`src/rtl/rob_commit.sv`:
```
// rob_commit: reorder buffer, one alloc and two completions per cycle, in-order retire to the register file.
// Optional second retire slot enabled by ROB_DUAL_COMMIT_EN.
module rob_commit #(
  parameter int DEPTH = 16,
  parameter int TAG_W = 4,
  parameter int PR_SIZE = 6
) (
  input  logic               clk,
  input  logic               rst,
  input  logic               flush,
  input  logic               alloc_valid,
  input  logic [PR_SIZE-1:0] alloc_dest,
  input  logic [PR_SIZE-1:0] alloc_old,
  output logic               alloc_ready,
  output logic [TAG_W-1:0]   alloc_tag,
  input  logic               cmpl_valid1,
  input  logic [TAG_W-1:0]   cmpl_tag1,
  input  logic [31:0]        cmpl_data1,
  input  logic               cmpl_valid2,
  input  logic [TAG_W-1:0]   cmpl_tag2,
  input  logic [31:0]        cmpl_data2,
  output logic               write_en,
  output logic [PR_SIZE-1:0] write_addr1,
  output logic [31:0]        write_data1,
  output logic [PR_SIZE-1:0] old_addr1,
  output logic [PR_SIZE-1:0] write_addr2,
  output logic [31:0]        write_data2,
  output logic [PR_SIZE-1:0] old_addr2,
  output logic [TAG_W:0]     count
);
  localparam int CW = TAG_W + 1;
  logic [DEPTH-1:0] valid_q, valid_d, done_q, done_d;
  logic [PR_SIZE-1:0] dest_q [DEPTH];
  logic [PR_SIZE-1:0] dest_d [DEPTH];
  logic [PR_SIZE-1:0] old_q [DEPTH];
  logic [PR_SIZE-1:0] old_d [DEPTH];
  logic [31:0] data_q [DEPTH];
  logic [31:0] data_d [DEPTH];
  logic [TAG_W-1:0] head_q, head_d, tail_q, tail_d, head1;
  logic [CW-1:0] count_q, count_d;
  logic write_en_q, write_en_d;
  logic [PR_SIZE-1:0] write_addr1_q, write_addr1_d, write_addr2_q, write_addr2_d;
  logic [PR_SIZE-1:0] old_addr1_q, old_addr1_d, old_addr2_q, old_addr2_d;
  logic [31:0] write_data1_q, write_data1_d, write_data2_q, write_data2_d;
  logic alloc, c1, c2, r1, r2;
  assign head1 = head_q + TAG_W'(1);
  assign alloc_ready = count_q != CW'(DEPTH);
  assign alloc_tag = tail_q;
  assign alloc = alloc_valid & alloc_ready;
  // Completion state is registered, so a retiring entry can never also be completing.
  assign c1 = cmpl_valid1 & valid_q[cmpl_tag1] & ~done_q[cmpl_tag1];
  assign c2 = cmpl_valid2 & valid_q[cmpl_tag2] & ~done_q[cmpl_tag2] & ~(cmpl_valid1 && cmpl_tag1 == cmpl_tag2);
  assign r1 = valid_q[head_q] & done_q[head_q] & ~flush;
`ifdef ROB_DUAL_COMMIT_EN
  assign r2 = r1 & valid_q[head1] & done_q[head1];
`else
  assign r2 = 1'b0;
`endif
  always_comb begin
    valid_d = valid_q;
    done_d = done_q;
    dest_d = dest_q;
    old_d = old_q;
    data_d = data_q;
    if (c1) begin
      done_d[cmpl_tag1] = 1'b1;
      data_d[cmpl_tag1] = cmpl_data1;
    end
    if (c2) begin
      done_d[cmpl_tag2] = 1'b1;
      data_d[cmpl_tag2] = cmpl_data2;
    end
    if (r1) valid_d[head_q] = 1'b0;
    if (r2) valid_d[head1] = 1'b0;
    if (alloc) begin
      valid_d[tail_q] = 1'b1;
      done_d[tail_q] = 1'b0;
      dest_d[tail_q] = alloc_dest;
      old_d[tail_q] = alloc_old;
    end
    head_d = head_q + TAG_W'(r1) + TAG_W'(r2);
    tail_d = tail_q + TAG_W'(alloc);
    count_d = count_q + CW'(alloc) - CW'(r1) - CW'(r2);
    if (flush) begin
      valid_d = '0;
      head_d = '0;
      tail_d = '0;
      count_d = '0;
    end
    write_en_d = r1;
    write_addr1_d = r1 ? dest_q[head_q] : '0;
    write_data1_d = r1 ? data_q[head_q] : '0;
    old_addr1_d = r1 ? old_q[head_q] : '0;
    write_addr2_d = r2 ? dest_q[head1] : '0;
    write_data2_d = r2 ? data_q[head1] : '0;
    old_addr2_d = r2 ? old_q[head1] : '0;
  end
  always_ff @(posedge clk or posedge rst)
    if (rst) begin
      valid_q <= '0;
      done_q <= '0;
      dest_q <= '{default: '0};
      old_q <= '{default: '0};
      data_q <= '{default: '0};
      head_q <= '0;
      tail_q <= '0;
      count_q <= '0;
      write_en_q <= 1'b0;
      write_addr1_q <= '0;
      write_data1_q <= '0;
      old_addr1_q <= '0;
      write_addr2_q <= '0;
      write_data2_q <= '0;
      old_addr2_q <= '0;
    end else begin
      valid_q <= valid_d;
      done_q <= done_d;
      dest_q <= dest_d;
      old_q <= old_d;
      data_q <= data_d;
      head_q <= head_d;
      tail_q <= tail_d;
      count_q <= count_d;
      write_en_q <= write_en_d;
      write_addr1_q <= write_addr1_d;
      write_data1_q <= write_data1_d;
      old_addr1_q <= old_addr1_d;
      write_addr2_q <= write_addr2_d;
      write_data2_q <= write_data2_d;
      old_addr2_q <= old_addr2_d;
    end
  assign count = count_q;
  assign write_en = write_en_q;
  assign write_addr1 = write_addr1_q;
  assign write_data1 = write_data1_q;
  assign old_addr1 = old_addr1_q;
  assign write_addr2 = write_addr2_q;
  assign write_data2 = write_data2_q;
  assign old_addr2 = old_addr2_q;
endmodule

```
`config.mk`:
```
export PLATFORM = sky130hd
export DESIGN_NAME = rob_commit
export DESIGN_NICKNAME = d
export VERILOG_FILES = /design/src/rtl/rob_commit.sv
export SDC_FILE = /design/constraint.sdc
export NUM_CORES = 2
export LEC_CHECK = 0
export CAP_MARGIN = 20
export CORE_UTILIZATION = 57
export DETAILED_ROUTE_END_ITERATION = 6
export PLACE_DENSITY_LB_ADDON = 0.25
export SLEW_MARGIN = 20
export SYNTH_ARGS = -nofsm -noshare
export SYNTH_HDL_FRONTEND = slang
export SYNTH_SLANG_ARGS = --single-unit
```
`constraint.sdc`:
```
create_clock -name clk -period 35.9 [get_ports clk]
set_clock_uncertainty 0.1 [all_clocks]
set_input_delay 5.385 -clock clk [delete_from_list [all_inputs] [get_ports clk]]
set_output_delay 5.385 -clock clk [all_outputs]
set_load 0.01 [all_outputs]
```
After elaboration in Yosys (flattened, before gate mapping)
Cells that the tools add are included.

storage, ports and cells
  bits in registers = 794
  bits in latches = 0
  RAM bits = 0
  bits in read-only memories = 0
  output and inout port bits = 99
  logic and storage cells = 162
  memories kept = 0

operators by class
  add/subtract/negate cells = 4
  $mul = 0
  divide/modulo/power cells = 0
  magnitude comparators = 15
  equal/unequal tests = 2
  shifts and indexed selects = 0
  mux-type cells = 53
  bitwise gates (word level) = 23
  reductions and logical operators = 8

operator list
  operator              count
  $bwmux W512           2
  $mux W512             2
  $demux W32 S4         2
  $bwmux W96            2
  $mux W32              5
  $bmux W32 S4          1
  $mux W16              6
  $bmux W6 S4           2
  $or A16 B16 Y16       3
  $mux W6               7
  $and A16 B16 Y16      2
  $not A16 Y16          2
  $bmux W1 S4           6
  $demux W6 S4          1
  $ge A5 B5 Y1 const B  4
  $lt A4 B5 Y1 const B  4
  $not A4 Y5            4
  $demux W1 S4          4
  $ge A4 B1 Y1 const B  4
  $lt A5 B1 Y1 const B  3
  $mux W1               10
  $add A4 B1 Y4         2
  $and A1 B1 Y1         8
  $logic_and A1 B1 Y1   8
  other kinds (7)       11

Depth between registers and ports, before layout
  depth in word-level cells = 10
  mapped depth = 17
  depth with buffers taken out = 15

Worst setup path after synthesis
Ideal clock, no wire load.

  path kind = input port to flip-flop
  from = input flush
  to = register count_q[4], in the netlist count[4]
  setup time = 136 ps
  arrival = 7563 ps
  data required time = 35664 ps
  setup slack = 28101 ps
  cell stages on the path = 15
  buffers on the path = 1
  cell sequence = nand2b_1 -> a221oi_1 -> a32oi_2 -> buf_2 -> inv_1 -> ha_1 -> inv_1 -> ha_1 -> inv_1 -> fa_1 -> inv_1 -> a21oi_1 -> nor2_1 -> or3_1 -> a21oi_1

on the way
  cells in the longest elaborated chain, start to end = 4

ends and longest elaborated chain
  what                  line  source
  from (decl)           10    input logic flush,
  $not A1 Y1            53    assign r1 = valid_q[head_q] & done_q[head_q] & ~flush;
  $and A1 B1 Y1         53
  via r1                45    logic alloc, c1, c2, r1, r2;
  $sub A5 B1 Y5         83    count_d = count_q + CW'(alloc) - CW'(r1) - CW'(r2);
  $mux W5               84    if (flush) begin
  via count_d[4]        40    logic [CW-1:0] count_q, count_d;
  to (signal assigned)  123   count_q <= count_d;
  to (decl)             40

The timed path passes the listed nets, and every way through them passes these cells.
A chain may end at the register's enable or synchronous reset.

==> impl_metrics.env <==
export IMPL_vias_per_cell=6.32
export IMPL_grt_met1_usage=0.419
export IMPL_grt_max_degree=186
export IMPL_vias=26800
export IMPL_grt_pass1_vias=27900
export IMPL_clk_path_buf_depth=3
export IMPL_clkLatencyLatePin_ns=0.65
export IMPL_core_rowCount=98
export IMPL_drt_total_wl_mm=110
export IMPL_crit_fanout=46
export IMPL_core_um2=71600
export IMPL_area_growth_pct=11.3
export IMPL_max_cap_viol_count=0
export IMPL_syn_cell_area_um2=41400
export IMPL_synthFlopType="dfrtp_1"
export IMPL_io_buffers=144
export IMPL_ant_nets=0
export IMPL_synth_edf_count=0
export IMPL_place_hpwl_mm=65.6
export IMPL_p_leak_nw=21.4
export IMPL_start_kind="input port"
export IMPL_hold_viol_final=0
export IMPL_setup_viol=0
export IMPL_hold_ws_ns=0.402
export IMPL_irDropWorstVdd_v=0.0000475
export IMPL_htreeDepth=3
export IMPL_drc_errors=0
export IMPL_hold_class="flop to flop"
export IMPL_drv_slew=0
export IMPL_cts_resized=0
export IMPL_synth_cells=3225
export IMPL_dieWidth_um=271
export IMPL_fin_crit_sh=0.245
export IMPL_met2_usage=0.483
export IMPL_cts_tree="done"
export IMPL_yosysWarnings=0
export IMPL_grt_pass1_wl_mm=171
export IMPL_wl_per_cell_um=25.9
export IMPL_cts_hold_buf=0
export IMPL_grt_use_total=0.303
export IMPL_floorplan_initialDensity=0.578
export IMPL_avgSynthCellArea_um2=12.8
export IMPL_die_h_um=271
export IMPL_endpoint_kind="flop"
export IMPL_fmax_ghz=0.113
export IMPL_rsz0062_at_grt="false"
export IMPL_ys_seq_elements=794
export IMPL_gp_congestion=0.898
export IMPL_crit_arrival_ns=9.26
export IMPL_overflow=0
export IMPL_busiest_layer="met2"
export IMPL_worstPathRequired_ns=36.35
export IMPL_min_period_ns=8.81
export IMPL_antenna_found_initial=9
export IMPL_cts_root_buf="clkbuf_16"
export IMPL_finalSetupTns_ns=0
export IMPL_die_area_um2=73700
export IMPL_met3_usage=0.0642
export IMPL_clk_pin_slew_ns=0.06
export IMPL_ios=189
export IMPL_ys_types=64
export IMPL_cts_setup_buffers=0
export IMPL_drt_iter0_markers=2332
export IMPL_cts_made_buffers=85
export IMPL_crit_type="input port to flop"
export IMPL_drtPass1Iterations=7
export IMPL_drive_gt1_frac=0.313
export IMPL_status="completed"
export IMPL_final_nets=3315
export IMPL_cts_sinks=794
export IMPL_ys_async_sr_fraction=1.00
export IMPL_tightest_slew_ns=1.16
export IMPL_powerDensity_nw_per_um2=50.0
export IMPL_relSlewSlack=0.225
export IMPL_ys_seq_area_frac=0.480
-- cells by family (layout without fill, tap and decap cells) --
kind of cell,count (synthesis),after routing,synth area share
fa+ha+maj,11,11,0.00351
buf+inv,372,386,0.0436
simple gates,514,514,0.0579
compound gates,391,391,0.0521
mux,1132,1132,0.360
xor+xnor,10,10,0.00212
flops,794,794,0.480
other cells,1,49,0.0000906
-- sequential cells by signal, summed over array words and instances (netlist names) --
signal	flops
write_data1	32
count	5
valid_q	16
write_addr1	6
data_q	512
alloc_tag	4
head_q	4
old_addr1	6
old_q	96
done_q	16
write_en	1
dest_q	96
-- per-stage QoR --
step / setup WS (ns) / utilization / std cells / total power, mW / area [um^2]
6_report: 27.09 / 0.643 / 4237 / 2.30 / 46100
5_1_grt: 26.88 / 0.643 / 4236 / 2.39 / 46100
4_1_cts: 27.12 / 0.643 / 4231 / 2.31 / 46000
3_5_place_dp: 26.39 / 0.602 / 4076 / 1.41 / 43100
3_3_place_gp: 26.55 / 0.602 / 4076 / 1.38 / 43100
2_1_floorplan: 8.12 / - / 3268 / 1.31 / 41500
-- synthesized netlist by cell type (30+ instances only) --
| cell | count | area, um^2 |
|---|---|---|
| dfrtp_1 | 794 | 19900 |
| buf_2 | 97 | 485 |
| nor2_1 | 192 | 721 |
| nor2b_1 | 57 | 357 |
| clkbuf_1 | 165 | 619 |
| mux2_2 | 551 | 6200 |
| nand2_1 | 184 | 691 |
| mux2_1 | 30 | 338 |
| o21ai_0 | 176 | 881 |
| mux4_2 | 228 | 5130 |
| a21oi_1 | 179 | 896 |
| mux2i_1 | 323 | 3230 |
| buf_4 | 61 | 458 |
-- power by group --
group / internal, mW / switching (mW) / leakage, nW
Sequential: 1.00 / 0.0649 / 10.7
Clock: 0.536 / 0.371 / 1.43
Combinational: 0.185 / 0.141 / 9.22
-- critical path, cell delays in order --
cell	delay (ns)
clkdlybuf4s50_1	0.87
xnor2_1	0.21
nand4_1	0.81
o2111ai_4	1.06
buf_4	0.66
nor2_1	0.08
a21oi_1	0.15
-- routing by layer --
| metal | up-vias | routed length (um) |
|---|---|---|
| met5 | - | 39 |
| met2 | 938 | 52700 |
| li1 | 11600 | - |
| met1 | 14000 | 46100 |
| met4 | 8 | 3160 |
| met3 | 212 | 7690 |
-- cells in the final DEF (no fill, tap or decap), types with 59 or more instances in the layout --
| cell type | count |
|---|---|
| mux2_2 | 551 |
| mux2i_1 | 323 |
| dfrtp_1 | 790 |
| nor2_1 | 188 |
| a21oi_1 | 179 |
| mux4_2 | 228 |
| clkbuf_16 | 85 |
| nand2_1 | 184 |
| buf_4 | 59 |
| o21ai_0 | 176 |
| clkdlybuf4s50_1 | 144 |
-- path summary, 6_finish.rpt --
kind                       depth (start not counted)  slack [ns]          from               to
max in group asynchronous                          4       28.23           rst      data_q[145]
hold reg to reg                                    1        0.40    dest_q[58]       dest_q[58]
hold / removal                                     1        0.40    dest_q[58]       dest_q[58]
setup / recovery                                   7       27.09  cmpl_tag2[1]      data_q[425]
setup reg to reg                                   6       31.04     head_q[0]  write_data1[28]
min in group asynchronous                          2        5.18           rst   write_data1[6]
-- layout make-up --
class,count,area [um^2]
fill,5259,25500
multi-input combinational,2102,20000
sequential,794,19900
clock buffer,122,2460
timing repair buffer,208,1950
tap,950,1190
clock inverter,33,442
inverter,23,93.8
antenna,5,12.5
No activity file was read; power rests on OpenSTA's default activity.
